==> config.mk <==
export PLATFORM = sky130hd
export DESIGN_NAME = hazard_ctrl_flat
export DESIGN_NICKNAME = d
export VERILOG_FILES = /design/src/rtl/pipe_ctrl_pkg.sv /design/src/rtl/hazard_ctrl_if.sv /design/src/rtl/md_wait_counter.sv /design/src/rtl/hazard_ctrl.sv /design/src/flat_wrapper.sv
export SDC_FILE = /design/constraint.sdc
export NUM_CORES = 1
export LEC_CHECK = 0
export BUFFER_PORTS_ARGS = -buffer_cell sky130_fd_sc_hd__buf_2
export CORE_MARGIN = 2
export CORE_UTILIZATION = 45
export CTS_BUF_LIST = sky130_fd_sc_hd__clkbuf_8
export DETAILED_ROUTE_END_ITERATION = 8
export GPL_TIMING_DRIVEN = 0
export PLACE_DENSITY = 0.72
export SLEW_MARGIN = 10
export SYNTH_ARGS = -nofsm -noshare
export SYNTH_HDL_FRONTEND = slang
export SYNTH_SLANG_ARGS = --single-unit
==> constraint.sdc <==
create_clock -name clk -period 3.5 [get_ports clk]
set_input_delay 0.525 -clock clk [delete_from_list [all_inputs] [get_ports clk]]
set_output_delay 0.525 -clock clk [all_outputs]
set_load 0.1 [all_outputs]
==> src/rtl/pipe_ctrl_pkg.sv <==
// Shared pipeline-control types: FSM states, next-PC select codes and the
// per-stage stall/flush bundle used by the pipeline register modules.
package pipe_ctrl_pkg;

  typedef enum logic [1:0] {
    StRun     = 2'd0,
    StMemWait = 2'd1,
    StMdBusy  = 2'd2
  } ctrl_state_e;

  localparam logic [1:0] PC_SEL_SEQ = 2'd0;
  localparam logic [1:0] PC_SEL_BR  = 2'd1;
  localparam logic [1:0] PC_SEL_EXC = 2'd2;
  localparam logic [1:0] PC_SEL_EPC = 2'd3;

  localparam int unsigned MD_CNT_W = 6;

  typedef struct packed {
    logic stall;
    logic flush;
  } stage_ctrl_t;

  // The PC has no bubble to insert, so it only carries a stall bit.
  typedef struct packed {
    logic        pc_stall;
    stage_ctrl_t ifid;
    stage_ctrl_t idex;
    stage_ctrl_t exmem;
    stage_ctrl_t memwb;
  } pipe_ctrl_t;

  function automatic logic load_use_hit(input logic       ld,
                                        input logic [4:0] rd,
                                        input logic [4:0] rs,
                                        input logic [4:0] rt,
                                        input logic       uses_rs,
                                        input logic       uses_rt);
    return ld && (rd != 5'd0) && ((uses_rs && (rs == rd)) || (uses_rt && (rt == rd)));
  endfunction

endpackage

==> src/rtl/hazard_ctrl_if.sv <==
// Hazard-controller bundle: pipeline status in, stage stall/flush and PC select out.
interface hazard_ctrl_if #(
  parameter int unsigned CNT_W = 32
);
  logic             exmem_mem_req;
  logic             mem_ready;
  logic             exmem_syscall;
  logic             exmem_eret;
  logic             exmem_br_taken;
  logic             idex_md_start;
  logic             idex_mem_r;
  logic [4:0]       idex_rd_addr;
  logic [4:0]       ifid_rs_addr;
  logic [4:0]       ifid_rt_addr;
  logic             ifid_uses_rs;
  logic             ifid_uses_rt;

  logic             pc_stall;
  logic             ifid_stall;
  logic             idex_stall;
  logic             exmem_stall;
  logic             memwb_stall;
  logic             ifid_flush;
  logic             idex_flush;
  logic             exmem_flush;
  logic             memwb_flush;
  logic [1:0]       pc_sel;
  logic [1:0]       ctrl_state;
  logic [CNT_W-1:0] stall_cycles;

  modport master (
    output exmem_mem_req, mem_ready, exmem_syscall, exmem_eret, exmem_br_taken,
           idex_md_start, idex_mem_r, idex_rd_addr, ifid_rs_addr, ifid_rt_addr,
           ifid_uses_rs, ifid_uses_rt,
    input  pc_stall, ifid_stall, idex_stall, exmem_stall, memwb_stall,
           ifid_flush, idex_flush, exmem_flush, memwb_flush,
           pc_sel, ctrl_state, stall_cycles
  );

  modport slave (
    input  exmem_mem_req, mem_ready, exmem_syscall, exmem_eret, exmem_br_taken,
           idex_md_start, idex_mem_r, idex_rd_addr, ifid_rs_addr, ifid_rt_addr,
           ifid_uses_rs, ifid_uses_rt,
    output pc_stall, ifid_stall, idex_stall, exmem_stall, memwb_stall,
           ifid_flush, idex_flush, exmem_flush, memwb_flush,
           pc_sel, ctrl_state, stall_cycles
  );
endinterface

==> src/rtl/md_wait_counter.sv <==
// Loadable down-counter tracking remaining mult/div busy cycles; saturates at zero.
module md_wait_counter #(
  parameter int unsigned Width = 6
) (
  input  logic             clk,
  input  logic             reset,
  input  logic             load_i,
  input  logic [Width-1:0] load_val_i,
  input  logic             dec_i,
  output logic             zero_o
);

  logic [Width-1:0] cnt_q, cnt_d;

  always_comb begin
    cnt_d = cnt_q;
    if (load_i) begin
      cnt_d = load_val_i;
    end else if (dec_i && (cnt_q != '0)) begin
      cnt_d = cnt_q - 1'b1;
    end
  end

  always_ff @(negedge clk) begin
    if (reset) begin
      cnt_q <= '0;
    end else begin
      cnt_q <= cnt_d;
    end
  end

  assign zero_o = (cnt_q == '0);

endmodule

==> src/rtl/hazard_ctrl.sv <==
// Pipeline hazard/sequencing controller for the 5-stage core: arbitrates memory wait,
// exceptions, taken branches, mult/div occupancy and load-use stalls; counts stall cycles.
module hazard_ctrl
  import pipe_ctrl_pkg::*;
#(
  parameter int unsigned MD_LATENCY = 32,
  parameter int unsigned CNT_W      = 32
) (
  input logic         clk,
  input logic         reset,
  hazard_ctrl_if.slave hz
);

  localparam logic [MD_CNT_W-1:0] MdLoadVal = MD_CNT_W'(MD_LATENCY - 2);

  ctrl_state_e      state_q, state_d;
  logic [CNT_W-1:0] stall_cycles_q, stall_cycles_d;
  pipe_ctrl_t       ctrl;
  logic [1:0]       pc_sel;
  logic             md_load, md_dec, md_zero;
  logic             mem_wait, exc, lu_hit;

  assign mem_wait = hz.exmem_mem_req && !hz.mem_ready;
  assign exc      = hz.exmem_syscall || hz.exmem_eret;
  assign lu_hit   = load_use_hit(hz.idex_mem_r, hz.idex_rd_addr, hz.ifid_rs_addr,
                                 hz.ifid_rt_addr, hz.ifid_uses_rs, hz.ifid_uses_rt);

  md_wait_counter #(
    .Width (MD_CNT_W)
  ) u_md_cnt (
    .clk        (clk),
    .reset      (reset),
    .load_i     (md_load),
    .load_val_i (MdLoadVal),
    .dec_i      (md_dec),
    .zero_o     (md_zero)
  );

  always_comb begin
    ctrl    = '0;
    pc_sel  = PC_SEL_SEQ;
    state_d = state_q;
    md_load = 1'b0;
    md_dec  = 1'b0;
    if (reset) begin
      ctrl.ifid.flush  = 1'b1;
      ctrl.idex.flush  = 1'b1;
      ctrl.exmem.flush = 1'b1;
      ctrl.memwb.flush = 1'b1;
      state_d          = StRun;
    end else begin
      case (state_q)
        StRun, StMemWait: begin
          state_d = StRun;
          // EX/MEM is held during a memory wait, so exception/branch stay pending.
          if (mem_wait) begin
            ctrl.pc_stall    = 1'b1;
            ctrl.ifid.stall  = 1'b1;
            ctrl.idex.stall  = 1'b1;
            ctrl.exmem.stall = 1'b1;
            ctrl.memwb.flush = 1'b1;
            state_d          = StMemWait;
          end else if (exc) begin
            ctrl.ifid.flush  = 1'b1;
            ctrl.idex.flush  = 1'b1;
            ctrl.exmem.flush = 1'b1;
            pc_sel           = hz.exmem_syscall ? PC_SEL_EXC : PC_SEL_EPC;
          end else if (hz.exmem_br_taken) begin
            ctrl.ifid.flush  = 1'b1;
            ctrl.idex.flush  = 1'b1;
            ctrl.exmem.flush = 1'b1;
            pc_sel           = PC_SEL_BR;
          end else if (hz.idex_md_start) begin
            ctrl.pc_stall    = 1'b1;
            ctrl.ifid.stall  = 1'b1;
            ctrl.idex.stall  = 1'b1;
            ctrl.exmem.flush = 1'b1;
            md_load          = 1'b1;
            state_d          = StMdBusy;
          end else if (lu_hit) begin
            ctrl.pc_stall   = 1'b1;
            ctrl.ifid.stall = 1'b1;
            ctrl.idex.flush = 1'b1;
          end
        end
        StMdBusy: begin
          // Release cycle lets the mult/div advance; idex_md_start is not re-examined.
          if (!md_zero) begin
            ctrl.pc_stall    = 1'b1;
            ctrl.ifid.stall  = 1'b1;
            ctrl.idex.stall  = 1'b1;
            ctrl.exmem.flush = 1'b1;
            md_dec           = 1'b1;
          end else begin
            state_d = StRun;
          end
        end
        default: state_d = StRun;
      endcase
    end
  end

  assign stall_cycles_d = ctrl.pc_stall ? stall_cycles_q + 1'b1 : stall_cycles_q;

  always_ff @(negedge clk) begin
    if (reset) begin
      state_q        <= StRun;
      stall_cycles_q <= '0;
    end else begin
      state_q        <= state_d;
      stall_cycles_q <= stall_cycles_d;
    end
  end

  assign hz.pc_stall     = ctrl.pc_stall;
  assign hz.ifid_stall   = ctrl.ifid.stall;
  assign hz.idex_stall   = ctrl.idex.stall;
  assign hz.exmem_stall  = ctrl.exmem.stall;
  assign hz.memwb_stall  = ctrl.memwb.stall;
  assign hz.ifid_flush   = ctrl.ifid.flush;
  assign hz.idex_flush   = ctrl.idex.flush;
  assign hz.exmem_flush  = ctrl.exmem.flush;
  assign hz.memwb_flush  = ctrl.memwb.flush;
  assign hz.pc_sel       = pc_sel;
  assign hz.ctrl_state   = state_q;
  assign hz.stall_cycles = stall_cycles_q;

endmodule
==> src/flat_wrapper.sv <==
// flat-port wrapper written by rule: the top's interface ports become plain ports
module hazard_ctrl_flat import pipe_ctrl_pkg::*;
#(
  parameter int unsigned MD_LATENCY = 32,
  parameter int unsigned CNT_W      = 32
)
  (clk, reset, hz_exmem_mem_req, hz_mem_ready, hz_exmem_syscall, hz_exmem_eret, hz_exmem_br_taken, hz_idex_md_start, hz_idex_mem_r, hz_idex_rd_addr, hz_ifid_rs_addr, hz_ifid_rt_addr, hz_ifid_uses_rs, hz_ifid_uses_rt, hz_pc_stall, hz_ifid_stall, hz_idex_stall, hz_exmem_stall, hz_memwb_stall, hz_ifid_flush, hz_idex_flush, hz_exmem_flush, hz_memwb_flush, hz_pc_sel, hz_ctrl_state, hz_stall_cycles);
  hazard_ctrl_if #(.CNT_W(CNT_W)) hz_i ();
  input logic clk;
  input logic reset;
  input wire logic [$bits(hz_i.exmem_mem_req)-1:0] hz_exmem_mem_req;
  input wire logic [$bits(hz_i.mem_ready)-1:0] hz_mem_ready;
  input wire logic [$bits(hz_i.exmem_syscall)-1:0] hz_exmem_syscall;
  input wire logic [$bits(hz_i.exmem_eret)-1:0] hz_exmem_eret;
  input wire logic [$bits(hz_i.exmem_br_taken)-1:0] hz_exmem_br_taken;
  input wire logic [$bits(hz_i.idex_md_start)-1:0] hz_idex_md_start;
  input wire logic [$bits(hz_i.idex_mem_r)-1:0] hz_idex_mem_r;
  input wire logic [$bits(hz_i.idex_rd_addr)-1:0] hz_idex_rd_addr;
  input wire logic [$bits(hz_i.ifid_rs_addr)-1:0] hz_ifid_rs_addr;
  input wire logic [$bits(hz_i.ifid_rt_addr)-1:0] hz_ifid_rt_addr;
  input wire logic [$bits(hz_i.ifid_uses_rs)-1:0] hz_ifid_uses_rs;
  input wire logic [$bits(hz_i.ifid_uses_rt)-1:0] hz_ifid_uses_rt;
  output wire logic [$bits(hz_i.pc_stall)-1:0] hz_pc_stall;
  output wire logic [$bits(hz_i.ifid_stall)-1:0] hz_ifid_stall;
  output wire logic [$bits(hz_i.idex_stall)-1:0] hz_idex_stall;
  output wire logic [$bits(hz_i.exmem_stall)-1:0] hz_exmem_stall;
  output wire logic [$bits(hz_i.memwb_stall)-1:0] hz_memwb_stall;
  output wire logic [$bits(hz_i.ifid_flush)-1:0] hz_ifid_flush;
  output wire logic [$bits(hz_i.idex_flush)-1:0] hz_idex_flush;
  output wire logic [$bits(hz_i.exmem_flush)-1:0] hz_exmem_flush;
  output wire logic [$bits(hz_i.memwb_flush)-1:0] hz_memwb_flush;
  output wire logic [$bits(hz_i.pc_sel)-1:0] hz_pc_sel;
  output wire logic [$bits(hz_i.ctrl_state)-1:0] hz_ctrl_state;
  output wire logic [$bits(hz_i.stall_cycles)-1:0] hz_stall_cycles;
  assign hz_i.exmem_mem_req = hz_exmem_mem_req;
  assign hz_i.mem_ready = hz_mem_ready;
  assign hz_i.exmem_syscall = hz_exmem_syscall;
  assign hz_i.exmem_eret = hz_exmem_eret;
  assign hz_i.exmem_br_taken = hz_exmem_br_taken;
  assign hz_i.idex_md_start = hz_idex_md_start;
  assign hz_i.idex_mem_r = hz_idex_mem_r;
  assign hz_i.idex_rd_addr = hz_idex_rd_addr;
  assign hz_i.ifid_rs_addr = hz_ifid_rs_addr;
  assign hz_i.ifid_rt_addr = hz_ifid_rt_addr;
  assign hz_i.ifid_uses_rs = hz_ifid_uses_rs;
  assign hz_i.ifid_uses_rt = hz_ifid_uses_rt;
  assign hz_pc_stall = hz_i.pc_stall;
  assign hz_ifid_stall = hz_i.ifid_stall;
  assign hz_idex_stall = hz_i.idex_stall;
  assign hz_exmem_stall = hz_i.exmem_stall;
  assign hz_memwb_stall = hz_i.memwb_stall;
  assign hz_ifid_flush = hz_i.ifid_flush;
  assign hz_idex_flush = hz_i.idex_flush;
  assign hz_exmem_flush = hz_i.exmem_flush;
  assign hz_memwb_flush = hz_i.memwb_flush;
  assign hz_pc_sel = hz_i.pc_sel;
  assign hz_ctrl_state = hz_i.ctrl_state;
  assign hz_stall_cycles = hz_i.stall_cycles;
  hazard_ctrl #(.MD_LATENCY(MD_LATENCY), .CNT_W(CNT_W)) u_core (.clk(clk), .reset(reset), .hz(hz_i));
endmodule
==> out/metrics.cfg, run 1 <==
[global_routing]
grt_max_degree=13
grt_pass1_vias=2503
grt_pass1_wl_um=11120
antenna_found_initial=0
track_usage_pct=26.10
gr-total-overflow=0

[route]
post_drt_wl_per_cell_um=15.24
drc=0
vias=2603
wl_um=7285
drt-vias-per-instance=5.446
ant_nets=0
first_iter_violations=122
drt_first_pass_iters=4

[sta]
hold_viol=0
worst_slack_ns=-0.8241
slew_viol_final=0
fin_hold_ws_ns=0.4906
slew_headroom_pct=54.03
finalSetupViolCount=40
rsz0062_at_grt=true
worst_slew_pin_slew_ns=0.6895
clock_skew_ns=0.02766

[placed_design]
numPortBuffers=69
dp_hpwl_um=4078
placed_cells=410
gp_congestion=0.7710
dp_slack_ns=-0.9151

[clocking]
cts.sinks=40
cts_buffer_depth=2
clk_latency_ns=0.37
clockRootBuffer=clkbuf_8
tritoncts=built
cts_buffers=5
clk_pin_slew_ns=0.04
cts-htree-levels=2
ctsHoldBuffers=0

[worst_setup_path]
worst_setup_path_start_kind=input pin
worst_r2r_endpoint=u_core.hz.stall_cycles[6]$_SDFFE_NP0P_
cp.arrival_ns=2.87
reg2regPathDepth=13
path_class=in2reg
critical_path_required_ns=2.05
cp-end-kind=flop
cp_max_fo=8
reg2reg_slack_ns=0.94
reg2reg_from=u_core.u_md_cnt.cnt_q[0]$_SDFFE_NP0P_

[floorplan]
fp.dieW_um=74.10
die_area_mm2=0.005490
ios=71
die_h_um=74.10
core_area_mm2=0.004723
rows=25
start_util_pct=46.81

[finish]
nets=439
stdcell_count=478
antennaDiodeCount=0
nFillCells=331
syn_to_final_growth_pct=65.99
mostFrequentLayoutCells=inv_1, buf_2, dfxtp_1, a21oi_1, buf_4
final_common_cell=inv_1
drive_above_1_share_pct=37.47

[worst_hold_path]
hold_class=reg2reg
hold_path_end=u_core.hz.stall_cycles[10]$_SDFFE_NP0P_
min_from=u_core.hz.stall_cycles[10]$_SDFFE_NP0P_
holdPathStages=2

[yosys]
synth_area_leaders=dfxtp_1, a21oi_1, or3_1
synth_cell_type_count=39
yosys_warnings=0
yosysTopAreaCell=dfxtp_1
synth_top_area_share_pct=36.22
ys_ff_latch=40
synth_fp_nets=303
syn_inst=274
syn_area_mm2=0.002211
avgSynthCellArea_um2=8.069
yosysSeqAreaShare_pct=36.22

[power]
leakage_uw=0.001575
power_density_mw_per_mm2=380.5
peakVddDrop_uv=268.5

[status]
violations=setup timing
status=finished with violations

[flow_run]
drv_cap=0

## report_power, final
part	switching, µW	leakage, µW	total (µW)	internal, µW
registers	5.52	0.000326	469	463
logic	164	0.000972	280	116
clock network	304	0.000277	647	343
total	474	0.00157	1400	922
## cells in the mapped netlist
master and count:
a21o_1 1, a21oi_1 32, a311o_1 1, a311oi_1 1
a41oi_4 1, and3_1 5, and4_1 5, buf_4 4
buf_6 3, clkbuf_1 8, clkbuf_2 1, conb_1 1
dfxtp_1 40, ha_1 3, inv_1 9, inv_2 1
mux2_2 2, mux2i_1 1, nand2_1 14, nand2b_1 1
nand3_1 15, nand4_1 11, nor2_1 19, nor2b_1 4
nor3_1 7, nor3_4 1, nor4_1 3, nor4b_1 1
o21a_1 1, o21ai_0 22, o21ai_2 1, o22ai_1 1
o31ai_1 7, or2_2 1, or3_1 22, or4_1 7
or4_4 1, xnor2_1 13, xor2_1 3
## registers in the layout, summed over array words and instances, names as in the netlist
name / cells
u_core.u_md_cnt.cnt_q: 6
u_core.hz.stall_cycles: 32
u_core.hz.ctrl_state: 2
## repair_timing
item | CTS | global route
setup endpoints to repair | 51 | 53
gates resized for setup | 79 | 40
cloned | 2 | 1
pin swaps | 19 | 17
buffers inserted | 14 | 7
## layout make-up
type,count,area [µm²],share of cell area [%]
Tap cell,67,83.83,2.284
Clock buffer,5,68.82,1.875
Clock inverter,43,215.2,5.864
Inverter,9,41.29,1.125
Multi-Input combinational cell,208,1523,41.49
Timing Repair Buffer,91,773.2,21.07
Buffer,15,153.9,4.194
Sequential cell,40,810.8,22.09
## kinds of logic after synthesis
logic type | Yosys count | share of synthesized area (%)
fa+ha+maj | 3 | 1.698
other cells | 1 | 0.1696
mux | 3 | 1.471
xor+xnor | 16 | 6.339
buf+inv | 26 | 6.168
simple gates | 117 | 29.88
compound gates | 68 | 18.05
flops | 40 | 36.22
## worst max path at each step
stage | startpoint | end | depth (start not counted)
after floorplan | u_core.hz.ctrl_state[1]$_SDFFE_NP0P_ | hz_pc_stall | 9
after global placement | u_core.u_md_cnt.cnt_q[0]$_SDFFE_NP0P_ | hz_pc_stall | 11
after detailed placement | u_core.u_md_cnt.cnt_q[0]$_SDFFE_NP0P_ | hz_pc_stall | 11
after CTS | u_core.u_md_cnt.cnt_q[1]$_SDFFE_NP0P_ | hz_pc_stall | 11
after global routing | u_core.u_md_cnt.cnt_q[0]$_SDFFE_NP0P_ | hz_pc_stall | 10
final | hz_idex_rd_addr[4] | u_core.hz.stall_cycles[6]$_SDFFE_NP0P_ | 13
## stage by stage
step | area [µm²] | total power [µW] | util, % | setup TNS (ns)
3_5_place_dp | 2731 | 738.5 | 57.83 | -22.01
2_1_floorplan | 2302 | 693.1 | - | -14.40
6_report | 3670 | 1396 | 77.70 | -20.02
5_1_grt | 3670 | 1472 | 77.70 | -22.14
3_3_place_gp | 2731 | 736.7 | 57.83 | -21.18
4_1_cts | 3468 | 1377 | 73.43 | -17.88
## critical path, cell delays in order
cell	delay, ns
buf_2	0.14
xnor2_2	0.14
nand4_1	0.12
o22ai_2	0.27
a41oi_4	0.15
buf_4	0.16
buf_6	0.10
buf_6	0.10
buf_6	0.10
buf_6	0.13
bufbuf_16	0.26
or4_4	0.51
a21oi_2	0.14
## layer usage
metal | up-vias | track usage [%] | part of all wire, %
met5 | - | 0 | 0
li1 | 1273 | - | -
met3 | 13 | 8.808 | 7.5
met2 | 111 | 44.05 | 49
met4 | 0 | 12.32 | 1.8
met1 | 1206 | 29.71 | 41
Note: power is estimated with default switching activity, not from simulation.
==> inputs of run 2 (changes only) <==
- BUFFER_PORTS_ARGS: -buffer_cell sky130_fd_sc_hd__buf_2 -> -buffer_cell sky130_fd_sc_hd__buf_4
==> out/metrics.cfg, run 2 (same netlist as run 1, synthesis figures left out) <==
[clocking]
cts_buffer_depth=2  ; unchanged
tritoncts=built  ; unchanged
clk_latency_ns=0.36  ; was 0.37 ns
clockRootBuffer=clkbuf_8  ; unchanged
cts_buffers=5  ; unchanged
cts-htree-levels=2  ; unchanged
clk_pin_slew_ns=0.04  ; about the same
cts.sinks=40  ; unchanged

[finish]
antennaDiodeCount=0  ; unchanged
largest_reg_flops=32  ; unchanged
drive_above_1_share_pct=41.13  ; was 37.47%
nets=435  ; was 439
final_common_cell=buf_4  ; was inv_1
fin_util_pct=80.05  ; was 77.70%
mostFrequentLayoutCells=buf_4, inv_1, dfxtp_1, a21oi_1, nor2_1  ; was inv_1, buf_2, dfxtp_1, a21oi_1, buf_4
syn_to_final_growth_pct=71.02  ; was 65.99%

[floorplan]
ios=71  ; unchanged
fp.dieW_um=74.10  ; unchanged
die_h_um=74.10  ; unchanged
die_area_mm2=0.005490  ; unchanged
start_util_pct=46.81  ; unchanged
rows=25  ; unchanged
core_area_mm2=0.004723  ; unchanged

[route]
wl_um=7652  ; was 7285 µm
ant_nets=0  ; unchanged
vias=2639  ; was 2603
drc=0  ; unchanged
first_iter_violations=160  ; was 122
drt-vias-per-instance=5.579  ; was 5.446
post_drt_wl_per_cell_um=16.18  ; was 15.24 µm
drt_first_pass_iters=4  ; unchanged

[sta]
slew_headroom_pct=47.66  ; was 54.03%
finalSetupViolCount=40  ; unchanged
clock_skew_ns=0.02319  ; was 0.02766 ns
slew_viol_final=0  ; unchanged
worst_slew_pin_slew_ns=0.7852  ; was 0.6895 ns
worst_slack_ns=-0.8503  ; was -0.8241 ns
hold_viol=0  ; unchanged
rsz0062_at_grt=true  ; unchanged

[worst_hold_path]
hold_path_end=u_core.hz.stall_cycles[29]$_SDFFE_NP0P_  ; was u_core.hz.stall_cycles[10]$_SDFFE_NP0P_
holdPathStages=2  ; unchanged
min_from=u_core.hz.stall_cycles[29]$_SDFFE_NP0P_  ; was u_core.hz.stall_cycles[10]$_SDFFE_NP0P_
hold_class=reg2reg  ; unchanged

[global_routing]
grt_pass1_vias=2463  ; was 2503
gr-total-overflow=0  ; unchanged
antenna_found_initial=0  ; unchanged
grt_pass1_wl_um=11140  ; was 11120 µm
track_usage_pct=26.11  ; was 26.10%
grt_max_degree=12  ; was 13

[worst_setup_path]
cp.arrival_ns=2.88  ; was 2.87 ns
worst_r2r_endpoint=u_core.hz.stall_cycles[17]$_SDFFE_NP0P_  ; was u_core.hz.stall_cycles[6]$_SDFFE_NP0P_
reg2reg_from=u_core.u_md_cnt.cnt_q[0]$_SDFFE_NP0P_  ; unchanged
reg2regPathDepth=14  ; was 13
worst_setup_path_start_kind=input pin  ; unchanged
reg2reg_slack_ns=0.96  ; was 0.94 ns
critical_path_required_ns=2.03  ; was 2.05 ns
path_class=in2reg  ; unchanged
cp-end-kind=flop  ; unchanged
cp_max_fo=8  ; unchanged

[status]
status=finished with violations  ; unchanged
violations=setup timing  ; unchanged

[power]
power_density_mw_per_mm2=346.9  ; was 380.5 mW/mm²
leakage_uw=0.001594  ; was 0.001575 µW
finalPower_uw=1312  ; was 1396 µW
peakVddDrop_uv=278.5  ; was 268.5 µV

[flow_run]
drv_cap=0  ; unchanged

[placed_design]
numPortBuffers=69  ; unchanged
dp_hpwl_um=4180  ; was 4078 µm
gp_congestion=0.7778  ; was 0.7710

[run 2: where the power goes]
part | switching, µW | total [µW] | internal, µW | leakage, µW
Clock | 289 | 555 | 267 | 0.000268
Sequential | 6.32 | 470 | 463 | 0.000326
Combinational | 168 | 287 | 119 | 0.00100
Total | 463 | 1310 | 849 | 0.00159
[run 2: timing repair]
action                     4_1_cts  5_1_grt
pin swaps                       30       24
setup buffers                   15        5
cloned                           0        2
hold buffers                     0        0
gates resized for setup         62       47
setup endpoints to repair       40       42
[run 2: worst max-delay path, cell delays in order]
cell and delay [ns]:
buf_6 0.11, xnor2_2 0.16, nand4_1 0.16, o22ai_2 0.27
a41oi_4 0.15, buf_4 0.17, buf_6 0.10, buf_6 0.10
buf_6 0.10, buf_6 0.10, buf_8 0.13, buf_12 0.15
or4_4 0.51, a21oi_2 0.12
[run 2: how the worst max path moves through the flow]
stage	start	end	cells past startpoint
detailed placement	u_core.u_md_cnt.cnt_q[0]$_SDFFE_NP0P_	hz_pc_stall	11
global placement	u_core.u_md_cnt.cnt_q[0]$_SDFFE_NP0P_	hz_pc_stall	11
CTS	u_core.u_md_cnt.cnt_q[1]$_SDFFE_NP0P_	hz_pc_stall	11
global route	hz_idex_rd_addr[2]	u_core.hz.stall_cycles[29]$_SDFFE_NP0P_	14
finish	hz_idex_rd_addr[2]	u_core.hz.stall_cycles[17]$_SDFFE_NP0P_	14
floorplan	u_core.hz.ctrl_state[1]$_SDFFE_NP0P_	hz_pc_stall	9
[run 2: metal layers]
layer	routed length (µm)	share of wire [%]	global-route usage (%)
met1	2990	39	30.49
met2	3998	52	45.34
met3	601	7.9	8.401
met4	62	0.81	8.485
met5	0	0	0
[run 2: cell type report]
type / instances / area (µm²)
Buffer: 15 / 150.1
Clock buffer: 5 / 68.82
Clock inverter: 42 / 183.9
Fill cell: 319 / 942.2
Inverter: 9 / 41.29
Multi-Input combinational cell: 208 / 1637
Sequential cell: 40 / 810.8
Tap cell: 67 / 83.83
Timing Repair Buffer: 87 / 805.8
[run 2: per-stage QoR]
step | TNS (ns) | hold slack, ns | std cells | worst slack [ns] | instance area, µm²
6_report | -22.12 | 0.5107 | 473 | -0.8503 | 3781
5_1_grt | -24.73 | 0.5210 | 473 | -0.9145 | 3781
4_1_cts | -21.11 | 0.5041 | 471 | -0.8611 | 3545
3_5_place_dp | -20.82 | 0.4921 | 410 | -0.8013 | 2904
3_3_place_gp | -20.64 | 0.4822 | 410 | -0.7673 | 2904
2_1_floorplan | -14.40 | 0.4895 | 274 | -1.052 | 2302
==> inputs of run 3 (changes only) <==
- ABC_AREA: not set -> 1
- CORE_UTILIZATION: 45 -> 40
- PLACE_DENSITY: 0.72 -> not set
==> out/metrics.cfg, run 3 <==
[global_routing]
grt_max_degree=15  ; was 12
track_usage_pct=21.47  ; was 26.11%
gr-total-overflow=0  ; unchanged
grt_pass1_wl_um=13100  ; was 11140 µm
antenna_found_initial=0  ; unchanged
grt_pass1_vias=3074  ; was 2463

[route]
ant_nets=0  ; unchanged
first_iter_violations=81  ; was 160
vias=3153  ; was 2639
drc=0  ; unchanged
post_drt_wl_per_cell_um=11.78  ; was 16.18 µm
drt_first_pass_iters=4  ; unchanged
wl_um=7810  ; was 7652 µm
drt-vias-per-instance=4.756  ; was 5.579

[worst_setup_path]
reg2regPathDepth=10  ; was 14
worst_setup_path_start_kind=flop  ; was input pin
cp.arrival_ns=3.61  ; was 2.88 ns
path_class=reg2out  ; was in2reg
critical_path_required_ns=2.97  ; was 2.03 ns
reg2reg_slack_ns=1.64  ; was 0.96 ns
reg2reg_from=u_core.hz.stall_cycles[0]$_SDFFE_NP0P_  ; was u_core.u_md_cnt.cnt_q[0]$_SDFFE_NP0P_
worst_r2r_endpoint=u_core.hz.stall_cycles[20]$_SDFFE_NP0P_  ; was u_core.hz.stall_cycles[17]$_SDFFE_NP0P_
cp-end-kind=output port  ; was flop
cp_max_fo=2  ; was 8

[yosys]
yosysMostFrequentCell=nand2_1  ; was dfxtp_1
ys.flop_type=dfxtp_1  ; unchanged
ys_ff_latch=40  ; unchanged
avgSynthCellArea_um2=5.925  ; was 8.069 µm²
syn_area_mm2=0.002708  ; was 0.002211 mm²
synth_cell_type_count=38  ; was 39
yosysTopAreaCell=dfxtp_1  ; unchanged
synth_fp_nets=486  ; was 303
syn_inst=457  ; was 274
synth_common_cells=nand2_1, nor2_1, inv_1  ; was dfxtp_1, a21oi_1, o21ai_0, or3_1, nor2_1
synth_edf_count=0  ; unchanged
ys_async_sr_fraction_pct=0  ; unchanged
yosysSeqAreaShare_pct=29.57  ; was 36.22%
yosys_warnings=0  ; unchanged
synth_area_leaders=dfxtp_1, nand2_1, nor2_1  ; was dfxtp_1, a21oi_1, or3_1
synth_top_area_share_pct=29.57  ; was 36.22%

[power]
peakVddDrop_uv=211.2  ; was 278.5 µV
leakage_uw=0.001963  ; was 0.001594 µW
sw_frac_of_total_pct=38.54  ; was 35.31%
power.internal_uw=763.0  ; was 848.6 µW
power_density_mw_per_mm2=316.2  ; was 346.9 mW/mm²
combPwrFrac_pct=20.7  ; was 21.9%
seqPwrFrac_pct=37.5  ; was 35.8%
p_clk_share_pct=41.8  ; was 42.3%
p_sw_uw=478.4  ; was 463.2 µW

[clocking]
cts.sinks=40  ; unchanged
ctsHoldBuffers=0  ; unchanged
tritoncts=built  ; unchanged
clk_pin_slew_ns=0.04  ; about the same
cts_buffers=5  ; unchanged
clk_latency_ns=0.37  ; was 0.36 ns
clockRootBuffer=clkbuf_8  ; unchanged
cts_buffer_depth=2  ; unchanged
cts-htree-levels=2  ; unchanged

[floorplan]
die_h_um=86.28  ; was 74.10 µm
fp.dieW_um=86.28  ; was 74.10 µm
start_util_pct=41.92  ; was 46.81%
rows=29  ; was 25
core_area_mm2=0.006459  ; was 0.004723 mm²
die_area_mm2=0.007443  ; was 0.005490 mm²
ios=71  ; unchanged

[status]
status=finished with violations  ; unchanged
violations=setup timing  ; unchanged

[sta]
slew_viol_final=0  ; unchanged
finalSetupViolCount=8  ; was 40
hold_viol=0  ; unchanged
fin_hold_ws_ns=0.4955  ; was 0.5107 ns
worst_slew_pin_slew_ns=0.6845  ; was 0.7852 ns
rsz0062_at_grt=true  ; unchanged
clock_skew_ns=0.01784  ; was 0.02319 ns
worst_slack_ns=-0.6364  ; was -0.8503 ns
slew_headroom_pct=54.36  ; was 47.66%

[worst_hold_path]
min_from=u_core.u_md_cnt.cnt_q[5]$_SDFFE_NP0P_  ; was u_core.hz.stall_cycles[29]$_SDFFE_NP0P_
hold_path_end=u_core.u_md_cnt.cnt_q[5]$_SDFFE_NP0P_  ; was u_core.hz.stall_cycles[29]$_SDFFE_NP0P_
holdPathStages=2  ; unchanged
hold_class=reg2reg  ; unchanged

[finish]
multi_input_area_mm2=0.001653  ; was 0.001637 mm²
nets=614  ; was 435
final_common_cell=nand2_1  ; was buf_4
seqCellArea_um2=810.8  ; unchanged
syn_to_final_growth_pct=45.01  ; was 71.02%
fin_util_pct=60.79  ; was 80.05%
nFillCells=649  ; was 319
antennaDiodeCount=0  ; unchanged
mostFrequentLayoutCells=nand2_1, inv_1, buf_4, nor2_1, nand3_1  ; was buf_4, inv_1, dfxtp_1, a21oi_1, nor2_1
drive_above_1_share_pct=25.60  ; was 41.13%
largest_reg_flops=32  ; unchanged

[placed_design]
gp_congestion=0.8233  ; was 0.7778
dp_hpwl_um=5628  ; was 4180 µm
numPortBuffers=68  ; was 69

[flow_run]
drv_cap=0  ; unchanged

## run 3: area by class of cell
class | instances | area share [%]
plain buffers | 13 | 3.250
clock buffers | 5 | 1.753
well taps | 77 | 2.454
clock inverters | 43 | 4.493
flip-flops and latches | 40 | 20.65
inverters | 67 | 6.565
multi-input cells | 336 | 42.10
repair buffers | 82 | 18.74
## run 3: timing repair
item,4_1_cts,5_1_grt
buffers inserted,13,0
cloned,0,1
setup endpoints to repair,10,28
pin swaps,7,3
gates resized for setup,38,12
## run 3: stage by stage
stage / setup TNS [ns] / std cells / area, µm² / setup WS, ns / total power [µW]
3_5_place_dp: -6.909 / 602 / 3385 / -0.6392 / 759.5
4_1_cts: -2.585 / 662 / 3854 / -0.7082 / 1256
2_1_floorplan: -5.395 / 457 / 2778 / -0.8025 / 698.1
6_report: -2.517 / 663 / 3926 / -0.6364 / 1241
3_3_place_gp: -6.370 / 602 / 3385 / -0.6329 / 757.6
5_1_grt: -3.687 / 663 / 3926 / -0.7403 / 1325
## run 3: worst max path at each step
stage / startpoint / cells after the start / endpoint / slack (ns)
final: u_core.u_md_cnt.cnt_q[0]$_SDFFE_NP0P_ / 12 / hz_pc_stall / -0.64
after global routing: u_core.u_md_cnt.cnt_q[0]$_SDFFE_NP0P_ / 12 / hz_pc_stall / -0.74
after CTS: u_core.u_md_cnt.cnt_q[1]$_SDFFE_NP0P_ / 12 / hz_pc_stall / -0.71
after detailed placement: u_core.u_md_cnt.cnt_q[1]$_SDFFE_NP0P_ / 12 / hz_pc_stall / -0.64
after global placement: u_core.u_md_cnt.cnt_q[1]$_SDFFE_NP0P_ / 12 / hz_pc_stall / -0.63
after floorplan: u_core.hz.ctrl_state[1]$_SDFFE_NP0P_ / 9 / hz_pc_stall / -0.80
## run 3: per-layer routing
metal  wire, µm  track usage (%)  part of all wire [%]  vias to the layer above
li1           -                -                     -                     1669
met1       3723            26.49                    48                     1411
met2       3635            35.17                    47                       69
met3        424            7.619                   5.4                        4
met4         27            6.676                  0.35                        0
met5          0                0                     0                        -
## run 3: power groups by stage
stage               logic (µW)  registers [µW]  clock network (µW)
floorplan                  137             490                71.4
global placement           214             472                71.4
detailed placement         216             472                71.4
CTS                        245             465                 546
global route               272             465                 589
finish                     257             465                 519
## run 3: critical path: stages, from the launching register on
cell and delay, ns:
dfxtp_2 0.32, inv_2 0.07, ha_4 0.11, nand4_1 0.10, nand3_2 0.09, inv_2 0.05
nor2_4 0.11, nand2_4 0.06, buf_8 0.12, nand2_8 0.05, clkinvlp_4 0.11, buf_12 0.13
buf_12 0.15
## run 3: cell families (layout without fill, tap and decap cells)
| logic type | Yosys count | in the layout | synth area share, % |
|---|---|---|---|
| compound gates | 27 | 27 | 5.407 |
| simple gates | 303 | 303 | 49.86 |
| fa+ha+maj | 3 | 3 | 1.386 |
| other cells | 1 | 1 | 0.1385 |
| buf+inv | 81 | 210 | 12.98 |
| xor+xnor | 2 | 2 | 0.6471 |
| flops | 40 | 40 | 29.57 |
